<file path="src/rtl/mdu_issue_ctrl.sv">
// rtl/mdu_issue_ctrl.sv - E-stage issue/track controller for the multiply/divide unit
module mdu_issue_ctrl #(
  parameter int MAX_WAIT = 16,
  parameter int CNT_W    = 32
) (
  input  logic             clk,
  input  logic             reset,
  input  logic             d_mdu_use,
  input  logic             e_valid,
  input  logic             e_flush,
  input  logic [3:0]       e_cls,
  input  logic [31:0]      e_rs,
  input  logic [31:0]      e_rt,
  input  logic             mdu_busy,
  output logic             mdu_start,
  output logic [2:0]       mdu_op,
  output logic             mdu_hiwr,
  output logic             mdu_lowr,
  output logic [31:0]      mdu_a,
  output logic [31:0]      mdu_b,
  output logic [1:0]       rd_sel,
  output logic             stall_d,
  output logic             err,
  output logic [CNT_W-1:0] stall_cnt
);

  localparam int WC_W = $clog2(MAX_WAIT + 1);

  typedef enum logic [1:0] {
    IDLE      = 2'd0,
    WAIT_RISE = 2'd1,
    WAIT_FALL = 2'd2
  } state_t;

  state_t          state, state_nxt;
  logic [WC_W-1:0] wait_cnt, wait_cnt_nxt;
  logic            err_nxt;
  logic            req, issue, cls_any, err_set, timeout;

  assign req     = e_valid & ~e_flush;
  assign issue   = req & (state == IDLE) & ~mdu_busy;
  assign cls_any = (e_cls >= 4'd1) && (e_cls <= 4'd8);
  assign err_set = req & cls_any & ((state != IDLE) | mdu_busy);
  // Fires on the MAX_WAIT-th cycle spent in either wait state.
  assign timeout = (state != IDLE) && (wait_cnt == WC_W'(MAX_WAIT - 1));

  assign mdu_a = e_rs;
  assign mdu_b = e_rt;

  always_comb begin
    mdu_start = 1'b0;
    mdu_op    = 3'b000;
    mdu_hiwr  = 1'b0;
    mdu_lowr  = 1'b0;
    rd_sel    = 2'b00;
    if (issue) begin
      case (e_cls)
        4'd1:    begin mdu_start = 1'b1; mdu_op = 3'b000; end
        4'd2:    begin mdu_start = 1'b1; mdu_op = 3'b001; end
        4'd3:    begin mdu_start = 1'b1; mdu_op = 3'b010; end
        4'd4:    begin mdu_start = 1'b1; mdu_op = 3'b011; end
        4'd5:    mdu_hiwr = 1'b1;
        4'd6:    mdu_lowr = 1'b1;
        4'd7:    rd_sel = 2'b01;
        4'd8:    rd_sel = 2'b10;
        default: ;
      endcase
    end
  end

  assign stall_d = d_mdu_use & ((state != IDLE) | mdu_start | mdu_busy);

  always_comb begin
    state_nxt    = state;
    wait_cnt_nxt = wait_cnt;
    err_nxt      = err | err_set | timeout;
    case (state)
      IDLE: begin
        if (mdu_start) begin
          state_nxt    = WAIT_RISE;
          wait_cnt_nxt = '0;
        end
      end
      WAIT_RISE: begin
        wait_cnt_nxt = wait_cnt + WC_W'(1);
        if (timeout)       state_nxt = IDLE;
        else if (mdu_busy) state_nxt = WAIT_FALL;
      end
      WAIT_FALL: begin
        wait_cnt_nxt = wait_cnt + WC_W'(1);
        if (timeout || !mdu_busy) state_nxt = IDLE;
      end
      default: state_nxt = IDLE;
    endcase
  end

  always_ff @(posedge clk) begin
    if (reset) begin
      state    <= IDLE;
      wait_cnt <= '0;
      err      <= 1'b0;
    end else begin
      state    <= state_nxt;
      wait_cnt <= wait_cnt_nxt;
      err      <= err_nxt;
    end
  end

  always_ff @(posedge clk) begin
    if (reset) begin
      stall_cnt <= '0;
    end else if (stall_d && (stall_cnt != {CNT_W{1'b1}})) begin
      stall_cnt <= stall_cnt + CNT_W'(1);
    end
  end

endmodule

</file>
<file path="config.mk">
export PLATFORM = sky130hd
export DESIGN_NAME = mdu_issue_ctrl
export DESIGN_NICKNAME = d
export VERILOG_FILES = /design/src/rtl/mdu_issue_ctrl.sv
export SDC_FILE = /design/constraint.sdc
export NUM_CORES = 1
export LEC_CHECK = 0
export ABC_CLOCK_PERIOD_IN_PS = 4900
export CAP_MARGIN = 30
export CORE_MARGIN = 5
export CORE_UTILIZATION = 35
export DETAILED_ROUTE_END_ITERATION = 7
export PLACE_DENSITY_LB_ADDON = 0.05
export SYNTH_ARGS = -nofsm -noshare
export SYNTH_HDL_FRONTEND = slang
export SYNTH_SLANG_ARGS = --single-unit
</file>
<file path="constraint.sdc">
create_clock -name clk -period 4.9 [get_ports clk]
set_input_delay 0.735 -clock clk [delete_from_list [all_inputs] [get_ports clk]]
set_output_delay 0.735 -clock clk [all_outputs]
set_load 0.05 [all_outputs]
</file>
==> summary.txt <==
Outcome - finished, final reports clean
Detail Placement HPWL - 4.41 mm
Critical Path Slowest Stage Cell - sky130_fd_sc_hd__clkdlybuf4s50_1
Die width - 98.4 um
First-iteration detailed-routing DRC count - 66
Synthesized instance count - 344
Area occupied by registers - 801 um^2
Max Fclk - 0.260 GHz
Initial core utilization - 35.6%
Worst hold margin - 0.485 ns
Final antenna diode count - 0
Cell occurring most often along the worst timing path - sky130_fd_sc_hd__clkdlybuf4s50_1
Number of buffers on the longest clock path - 2
Type of the worst min-delay path - register to register
Period utilization - 78.6%
Max FO, Critical Path - 9
RSZ-0062 raised after global routing - false
Worst supply voltage drop on vdd - 0.137 mV
Final non-filler cell area - 0.00291 mm^2
Number of global-route vias before repair - 2087
Main combinational cell family by area after synthesis - simple AND/OR/NAND/NOR gates
Multiplexer share of the synthesized area - 2.38%
Gates resized, CTS repair - 0
Critical Path Source Type - input pin
Gpl congestion - 0.730
Net Count, Synth - 425
Floorplan die area - 0.00969 mm^2
Avg Synthesized Cell Area - 7.95 um^2
First drt pass iteration count - 4
Layout Area Growth over Synthesis - 6.45%
Dominant register cell in the synthesized netlist - sky130_fd_sc_hd__dfxtp_1
Placeable core region - 0.00769 mm^2
Simple logic cell fraction of the synthesized area - 26.1%
Site row count - 32
Non-filler cells, final - 428
Share of the synthesized area in compound gates (AO/OA/AOI/OAI) - 16.1%
Min Clock Period, post-route - 3.85 ns
PwrDens - 233 mW/mm^2
Routed len/inst - 14.5 um
Worst relative slew slack - 44.1%
Final Total Pwr - 679 uW
Antenna Nets Post-Route - 0
Top Ports - 180
TritonCTS buffer count - 5
Total placed instance area - 0.00284 mm^2
Vias post-DR - 2220
H-tree depth - 2
Post-CTS setup buffers - 0
Startpoint-to-endpoint class of the critical path - input pin to output pin
Least-Margin Pin Slew - 0.831 ns
Most frequent standard cell in the layout excluding fill and tap cells - sky130_fd_sc_hd__clkdlybuf4s50_1
TritonCTS clock tree - done
Final-report max-slew violation count - 0
CP Capture Type - output pin
Arithmetic-cell share of the synthesized area counting full adders, half adders and majority gates - 3.20%
Number of hold buffers added after CTS - 0
Cell Chain, Critical Path - clkdlybuf4s50_1 > or3_2 > a32oi_1 > inv_1 > clkdlybuf4s50_1
Share of flip-flops with an asynchronous set or reset - 0%
Die height - 98.4 um
Xor/xnor share of the synthesized area - 1.28%
Library cell with the largest summed area after synthesis - sky130_fd_sc_hd__dfxtp_1
Number of fill cells - 830
Drc violations - 0
Cell variety after synth - 48
Global-route wire length before repair - 10.3 mm
Number of sinks handled by clock tree synthesis - 40
Netlist area before placement - 0.00274 mm^2
Leak - 0.910 nW
Number of storage elements in the synthesis netlist - 40
Placed insts - 421
Number of flops mapped to enable cells by yosys - 0
Vias per inst - 5.19
Sequential cell area fraction in the yosys report - 29.3%
NumNets Final - 407
Final-report hold violation count - 0
Overall routing resource usage - 12.5%
Number of port buffers - 50
Antenna violations before repair - 0
Ranking of synthesized cells by area - sky130_fd_sc_hd__dfxtp_1 (29%), sky130_fd_sc_hd__buf_4 (18%), sky130_fd_sc_hd__a21oi_1 (5.3%)
Skew-Pair Late Insertion Delay - 0.29 ns
Data required time of the worst path - 4.16 ns
Endpoints failing setup - 0
Total area of multi-input combinational cells - 0.00135 mm^2
Worst clock skew - 0.00644 ns
Layout cells sized above 1 - 8.28%
Yosys warning count - 0
Most frequent cells in the layout - sky130_fd_sc_hd__clkdlybuf4s50_1 (50), sky130_fd_sc_hd__dfxtp_1 (40), sky130_fd_sc_hd__a21oi_1 (29)
CTS root buffer - sky130_fd_sc_hd__clkbuf_8
Final wirelength - 6.21 mm
Peak per-stage delay on the critical path - 0.75 ns
Clock transition at path regs - 0.07 ns
CP arrival - 3.12 ns
Grt ovf - 0
Final total negative setup slack - 0 ns
Maximum Capacitance Violations - 0
Largest net degree at the start of global routing - 45
Portion of synthesized cell area occupied by the leading cell type - 29.3%
==> cell families after synthesis <==
family | count (synthesis)
mux | 6
compound gates | 71
xor+xnor | 4
simple gates | 125
flops | 40
buf+inv | 90
fa+ha+maj | 7
other cells | 1
==> final cells by class <==
type	instances	area share, %
Timing Repair Buffer	51	17.4
Tap cell	102	4.38
Clock inverter	1	0.172
Sequential cell	40	27.5
Multi-Input combinational cell	214	46.2
Inverter	14	1.80
Clock buffer	6	2.49
==> state kept, by name, indices dropped and copies added (netlist names) <==
signal / count
err: 1
stall_cnt: 32
wait_cnt: 5
state: 2
==> synthesized netlist by cell type (8+ instances only) <==
cell	count
sky130_fd_sc_hd__a21oi_1	29
sky130_fd_sc_hd__buf_4	65
sky130_fd_sc_hd__clkbuf_1	9
sky130_fd_sc_hd__dfxtp_1	40
sky130_fd_sc_hd__inv_1	14
sky130_fd_sc_hd__nand2_1	17
sky130_fd_sc_hd__nand3_1	14
sky130_fd_sc_hd__nand4_1	8
sky130_fd_sc_hd__nor2_1	22
sky130_fd_sc_hd__nor2b_1	8
sky130_fd_sc_hd__nor3_1	10
sky130_fd_sc_hd__o21ai_0	16
sky130_fd_sc_hd__o31ai_1	10
sky130_fd_sc_hd__or3_1	11
sky130_fd_sc_hd__or4_1	8
==> stage by stage <==
stage,worst slack [ns],utilization [%]
CTS,1.02,37.9
global placement,1.08,36.9
detailed placement,1.03,36.9
global route,0.931,37.9
floorplan,1.29,-
finish,1.05,37.9
==> routing by layer <==
| metal | global-route usage, % | part of all wire [%] | vias up |
|---|---|---|---|
| met2 | 19.3 | 44 | 77 |
| met4 | 3.99 | 1.2 | 0 |
| met3 | 4.32 | 7.1 | 10 |
| met5 | 0 | 0 | - |
| li1 | - | - | 1126 |
| met1 | 16.3 | 48 | 1007 |
==> critical path: cells and delay by family <==
| family | cells | cell delay, ns |
|---|---|---|
| compound gates | 1 | 0.38 |
| simple gates | 1 | 0.55 |
| buf+inv | 3 | 1.46 |
==> report_power, final <==
group	switching, mW	total, mW	internal, mW	leakage (nW)
sequential	0.00624	0.338	0.332	0.323
combinational	0.0827	0.131	0.0479	0.547
clock	0.113	0.210	0.0969	0.0410
total	0.202	0.679	0.476	0.910
==> worst paths after layout <==
path                 from             to  slack (ns)  cells after the start
max              e_cls[1]        stall_d        1.05                      5
min reg2reg           err            err        0.49                      2
min                   err            err        0.49                      2
max reg2reg  stall_cnt[1]  stall_cnt[22]        2.27                      6
No activity file was read; power rests on OpenSTA's default activity.
